<file path="config.mk">
export PLATFORM = sky130hd
export DESIGN_NAME = dispatch_source_sched
export DESIGN_NICKNAME = d
export VERILOG_FILES = /design/src/rtl/dispatch_source_sched.sv
export SDC_FILE = /design/constraint.sdc
export NUM_CORES = 1
export LEC_CHECK = 0
export BUFFER_PORTS_ARGS = -buffer_cell sky130_fd_sc_hd__buf_4
export CORE_MARGIN = 4
export CORE_UTILIZATION = 41
export CTS_BUF_LIST = sky130_fd_sc_hd__clkbuf_8
export CTS_CLUSTER_DIAMETER = 100
export DETAILED_ROUTE_END_ITERATION = 8
export GPL_TIMING_DRIVEN = 0
export PLACE_DENSITY_LB_ADDON = 0.3
export SETUP_SLACK_MARGIN = 0.15
export SLEW_MARGIN = 20
export SYNTH_ARGS = -nofsm -noshare
export SYNTH_HDL_FRONTEND = slang
export SYNTH_SLANG_ARGS = --single-unit
</file>
<file path="constraint.sdc">
create_clock -name clk -period 19.74 [get_ports clk]
set_input_delay 0.987 -clock clk [delete_from_list [all_inputs] [get_ports clk]]
set_output_delay 0.987 -clock clk [all_outputs]
set_load 0.005 [all_outputs]
</file>
<file path="src/rtl/dispatch_source_sched.sv">
// dispatch_source_sched: decodes packed instruction words into network steps,
// with a ring of delayed, saturating spike charge slots. Option: DISPATCH_SAT_CNT_EN.
`default_nettype none

module dispatch_source_sched #(
   parameter int NUM_INP      = 8,
   parameter int CHARGE_WIDTH = 8,
   parameter int RUN_WIDTH    = 16,
   parameter int DELAY_DEPTH  = 4,
   parameter int SRC_WIDTH    = 32
) (
   input  logic                            clk,
   input  logic                            rst,
   input  logic                            src_valid,
   output logic                            src_ready,
   input  logic [SRC_WIDTH-1:0]            src,
   output logic                            out_ready,
   input  logic                            net_ready,
   output logic                            net_valid,
   output logic                            net_clr,
   output logic [NUM_INP*CHARGE_WIDTH-1:0] net_inp
`ifdef DISPATCH_SAT_CNT_EN
   ,
   output logic [15:0]                     sat_count
`endif
);

   localparam int IW  = (NUM_INP > 1) ? $clog2(NUM_INP) : 0;
   localparam int DW  = (DELAY_DEPTH > 1) ? $clog2(DELAY_DEPTH) : 0;
   localparam int IWS = (IW > 0) ? IW : 1;
   localparam int DWS = (DW > 0) ? DW : 1;
   localparam int VAL_MSB = SRC_WIDTH - 4 - IW - DW;

   localparam logic [2:0] OP_RUN = 3'd1;
   localparam logic [2:0] OP_SPK = 3'd2;
   localparam logic [2:0] OP_CLR = 3'd3;
   localparam logic [2:0] OP_DEC = 3'd4;

   logic [CHARGE_WIDTH-1:0] slot_q [DELAY_DEPTH][NUM_INP];
   logic [CHARGE_WIDTH-1:0] slot_d [DELAY_DEPTH][NUM_INP];
   logic [DWS-1:0]          head_q, head_d;
   logic [RUN_WIDTH-1:0]    run_q, run_d;
   logic                    clr_q, clr_d;

   logic [2:0]              w_op;
   logic [RUN_WIDTH-1:0]    w_count;
   logic [CHARGE_WIDTH-1:0] w_value;
   logic [IWS-1:0]          w_idx;
   logic [DWS-1:0]          w_delay;
   logic                    w_idx_ok;
   logic                    w_acc;
   logic                    w_step;
   logic                    w_spk;
   logic [DWS-1:0]          w_target;
   logic [CHARGE_WIDTH:0]   w_sum;
   logic                    w_sat;
   logic                    unused_src;

   assign w_op       = src[SRC_WIDTH-1 -: 3];
   assign w_count    = src[SRC_WIDTH-4 -: RUN_WIDTH];
   assign w_value    = src[VAL_MSB -: CHARGE_WIDTH];
   assign unused_src = ^src;

   generate
      if (IW > 0) begin : g_idx
         assign w_idx = src[SRC_WIDTH-4 -: IWS];
      end else begin : g_idx_none
         assign w_idx = '0;
      end
      if (DW > 0) begin : g_dly
         assign w_delay = src[SRC_WIDTH-4-IW -: DWS];
      end else begin : g_dly_none
         assign w_delay = '0;
      end
      // Only non-power-of-two channel counts can encode an out-of-range index.
      if (NUM_INP == (1 << IW)) begin : g_idx_full
         assign w_idx_ok = 1'b1;
      end else begin : g_idx_chk
         assign w_idx_ok = (w_idx < IWS'(NUM_INP));
      end
   endgenerate

   assign src_ready = (run_q <= RUN_WIDTH'(1));
   assign net_valid = (run_q != '0);
   assign w_acc     = src_valid && src_ready;
   assign w_step    = net_valid && net_ready;
   assign w_spk     = w_acc && (w_op == OP_SPK) && w_idx_ok;
   assign out_ready = w_acc && (w_op == OP_DEC);
   assign net_clr   = clr_q;

   always_comb begin
      run_d    = run_q;
      slot_d   = slot_q;
      head_d   = head_q;
      clr_d    = w_acc && (w_op == OP_CLR);
      w_target = '0;
      w_sum    = '0;
      w_sat    = 1'b0;

      if (w_acc && (w_op == OP_RUN)) begin
         run_d = (w_count == '0) ? RUN_WIDTH'(1) : w_count;
      end else if (w_step) begin
         run_d = run_q - RUN_WIDTH'(1);
      end

      if (w_step) begin
         for (int i = 0; i < NUM_INP; i++) slot_d[head_q][i] = '0;
         head_d = (DELAY_DEPTH == 1) ? '0 : head_q + 1'b1;
      end

      // Spike lands relative to the post-step head, on top of any same-cycle clear.
      if (w_spk) begin
         w_target = head_d + w_delay;
         w_sum = {slot_d[w_target][w_idx][CHARGE_WIDTH-1], slot_d[w_target][w_idx]}
               + {w_value[CHARGE_WIDTH-1], w_value};
         if (w_sum[CHARGE_WIDTH] != w_sum[CHARGE_WIDTH-1]) begin
            w_sat = 1'b1;
            slot_d[w_target][w_idx] = w_sum[CHARGE_WIDTH]
               ? {1'b1, {(CHARGE_WIDTH-1){1'b0}}}
               : {1'b0, {(CHARGE_WIDTH-1){1'b1}}};
         end else begin
            slot_d[w_target][w_idx] = w_sum[CHARGE_WIDTH-1:0];
         end
      end

      if (clr_d) begin
         for (int d = 0; d < DELAY_DEPTH; d++)
            for (int i = 0; i < NUM_INP; i++) slot_d[d][i] = '0;
         head_d = '0;
      end
   end

   always_ff @(posedge clk) begin
      if (rst) begin
         for (int d = 0; d < DELAY_DEPTH; d++)
            for (int i = 0; i < NUM_INP; i++) slot_q[d][i] <= '0;
         head_q <= '0;
         run_q  <= '0;
         clr_q  <= 1'b0;
      end else begin
         slot_q <= slot_d;
         head_q <= head_d;
         run_q  <= run_d;
         clr_q  <= clr_d;
      end
   end

   generate
      for (genvar gi = 0; gi < NUM_INP; gi++) begin : g_out
         assign net_inp[gi*CHARGE_WIDTH +: CHARGE_WIDTH] = slot_q[head_q][gi];
      end
   endgenerate

`ifdef DISPATCH_SAT_CNT_EN
   logic [15:0] sat_cnt_q, sat_cnt_d;

   always_comb begin
      sat_cnt_d = sat_cnt_q;
      if (clr_d) sat_cnt_d = '0;
      else if (w_sat && (sat_cnt_q != 16'hFFFF)) sat_cnt_d = sat_cnt_q + 16'd1;
   end

   always_ff @(posedge clk) begin
      if (rst) sat_cnt_q <= '0;
      else     sat_cnt_q <= sat_cnt_d;
   end

   assign sat_count = sat_cnt_q;
`else
   logic unused_sat;
   assign unused_sat = w_sat;
`endif

endmodule

`default_nettype wire

</file>
==> results by group <==
Detailed routing
  – Max Used Layer: met5
  – Routed wl met2: between 30000 and 40000 um
  – Met3 wire length: about 14000 um
  – Met1 WL: approximately 35000 um
  – ANT nets after route: 0
  – First-pass DRT Iterations: 9
  – DRC: 0
  – Avg WL per Cell: ~38 um
  – Vias post-DR: ~18000
  – Routed WL: 95400 um
  – Detailed Route Iter0 Violations: about 3000
  – Vias per cell: about 7.3

Min path
  – Hold EP: slot_q[150]$_SDFF_PP0_
  – Hold Crit Start: slot_q[150]$_SDFF_PP0_
  – Hold Crit Depth: 2
  – HP Class: reg2reg

STA
  – Clock skew: just under 0.04 ns
  – Slew margin rel.: 0.112
  – Worst-Margin Slew: between 1 and 1.5 ns
  – Fmax: about 0.1 GHz
  – Sum Neg Setup Slack: 0 ns
  – Final period util: 0.520
  – Setup-failing EPs final: 0
  – Final hold violations: 0
  – Max-slew violation count: 0
  – Min Tclk post-route: ~10 ns
  – RSZ-0062 raised after global routing: false

Synthesis
  – Syn_area_per_cell: between 8 and 9 um2
  – Yosys reg bits: 275
  – Synth cell count leaders: dfxtp_1, nand2_1, a21oi_1, nor2_1, o21ai_0
  – Sequential area share after synthesis: 0.361
  – Synth Flop Type: dfxtp_1
  – Yosys warning total: 0
  – Top post-synthesis cells by area: dfxtp_1, mux4_2, nand2_1
  – Mapped Cells: 1836
  – Most common cell in the netlist: dfxtp_1
  – Post-synth EDFFs: 0
  – Synth area leader: dfxtp_1
  – Net Count, Synth: 1888
  – Netlist Area Pre-Place: around 0.015 mm2
  – Share of flip-flops with an asynchronous set or reset: 0
  – Distinct cells, synth: 80
  – Share of the synthesized area in the top cell type: 0.361

GRT
  – Total gr overflow: 0
  – GRT Total Usage: 0.452
  – Initial antenna violation count: 9
  – Largest net degree at the start of global routing: 14
  – Global-route wire length before repair: around 130000 um
  – Vias in the first global route: 16900

Worst setup path
  – R2R depth: 23
  – CP peak stage delay: roughly 0.81 ns
  – Worst path slowest cell: o31ai_2
  – Crit-path cells: clkbuf_2, buf_2, inv_1, xnor2_1, ha_1, clkinv_1, o31ai_2, buf_2, clkbuf_1, a221oi_1, o21ai_0, and4_1, ha_1, a21o_1, a21oi_1, o21bai_1, a21oi_1, nand3b_1, a21oi_1, clkbuf_1, o21ai_2, clkbuf_1, o22ai_1
  – Crit path kind: reg2reg
  – CP arrival: 10.82 ns
  – CP Max Fanout: 10
  – Crit. End Element: flop
  – WP data required: 20.29 ns
  – Startpoint types: flop
  – FF-to-FF Start: head_q[0]$_SDFF_PP0_
  – Reg2reg setup slack: about 9.5 ns
  – Crit Reg-Reg Endpoint: slot_q[91]$_SDFF_PP0_

CTS
  – Number of buffers created by CTS: 48
  – Clock Sinks: between 200 and 300
  – CTS Root Cell: clkbuf_8
  – CTS Hold Bufs: 0
  – CTS tree: yes
  – Clock Pin Slew Worst Setup and Hold Paths: 0.07 ns
  – Post-cts resize count: 0
  – H-tree levels: 2
  – Skew-Pair Late Insertion Delay: between 0.6 and 0.7 ns
  – Post-CTS repair timing setup buffer count: 0
  – Maximum clock path buffer count: 3

Floorplanning
  – Ports: around 100
  – Die X: about 200 um
  – Die Footprint: around 0.040 mm2
  – Initial cell density of the core: 0.416
  – CORE AREA: around 0.037 mm2
  – Die height: ~200 um
  – Row cnt: 70

Placed design
  – Count of input and output buffers: slightly below 90
  – Gp weighted congestion: around 1.1
  – Detail Placement HPWL: approximately 72000 um

Flow run
  – Max_cap viols: 0

Final layout
  – Synthesis-to-layout area growth: 14.9%
  – Finished Core Util: 0.478
  – Post-layout nets: between 2000 and 2500
  – Share of layout cells above drive strength 1: 0.159

Status
  – Status: finished, final reports clean
## cells by family after synthesis
kind of cell,after synthesis,synth area share
simple gates,679,0.216
compound gates,593,0.243
flops,275,0.361
buf+inv,178,0.0502
mux,79,0.106
xor+xnor,16,0.00918
fa+ha+maj,16,0.0136
## metrics by stage
step	worst slack, ns	area (um2)	hold WS (ns)	std cells
CTS	9.61	17500	0.479	2478
floorplan	13.26	15300	0.433	1836
global route	9.46	17500	0.500	2478
detailed placement	9.70	16600	0.470	2396
finish	9.47	17500	0.487	2481
global placement	8.50	16500	0.457	2392
## layer usage
layer,vias to the layer above,global-route usage
met4,8,0.294
met2,1655,0.644
met5,-,0
met1,8654,0.562
met3,476,0.187
li1,7220,-
## worst max-delay path, delay by kind of cell (launching register included)
family | cells | cell delay [ns]
DFF | 1 | 0.44
AOI/OAI and AO/OA | 10 | 3.97
and+or+nand+nor | 2 | 0.58
buffers and inverters | 8 | 4.08
adders and majority gates | 2 | 0.84
xor gates and xnor gates | 1 | 0.22
## cells in the final DEF, fill, tap and decap left out, drive strengths merged, types with 15 or more instances in the layout
| master | n |
|---|---|
| ha | 15 |
| nand2 | 229 |
| a21oi | 153 |
| mux4 | 66 |
| nor3 | 36 |
| inv | 31 |
| a221oi | 31 |
| clkbuf | 144 |
| o21ai | 173 |
| a211oi | 32 |
| nand4 | 50 |
| o22ai | 59 |
| nor2 | 151 |
| nand3 | 109 |
| nor4 | 22 |
| dfxtp | 275 |
| buf | 169 |
| or3 | 20 |
| a22o | 18 |
## how the worst max path moves through the flow
stage                                startpoint               endpoint  slack [ns]  cells after the start
final                      head_q[0]$_SDFF_PP0_  slot_q[91]$_SDFF_PP0_        9.47                     23
after global routing      run_q[2]$_SDFFE_PP0P_   slot_q[3]$_SDFF_PP0_        9.46                     25
after CTS                  head_q[0]$_SDFF_PP0_  slot_q[91]$_SDFF_PP0_        9.61                     23
after detailed placement   head_q[0]$_SDFF_PP0_   slot_q[3]$_SDFF_PP0_        9.70                     23
after global placement     head_q[0]$_SDFF_PP0_   slot_q[1]$_SDFF_PP0_        8.50                     22
after floorplan                       net_ready  slot_q[74]$_SDFF_PP0_       13.26                     23
## registers in the layout, summed over array words and instances (netlist names)
signal	flops
head_q	2
net_clr	1
run_q	16
slot_q	256
## cell type report
type,count,area [um2]
Fill cell,3655,19200
Tap cell,468,586
Sequential cell,275,5510
Buffer,166,729
Clock inverter,27,150
Timing Repair Buffer,92,694
Clock buffer,55,757
Antenna cell,3,7.51
Multi-Input combinational cell,1383,9070
Inverter,12,45.0
Power is left out: the tool's default activity adds up to more than one toggle a clock period on the data nets, which glitch-free logic cannot reach.
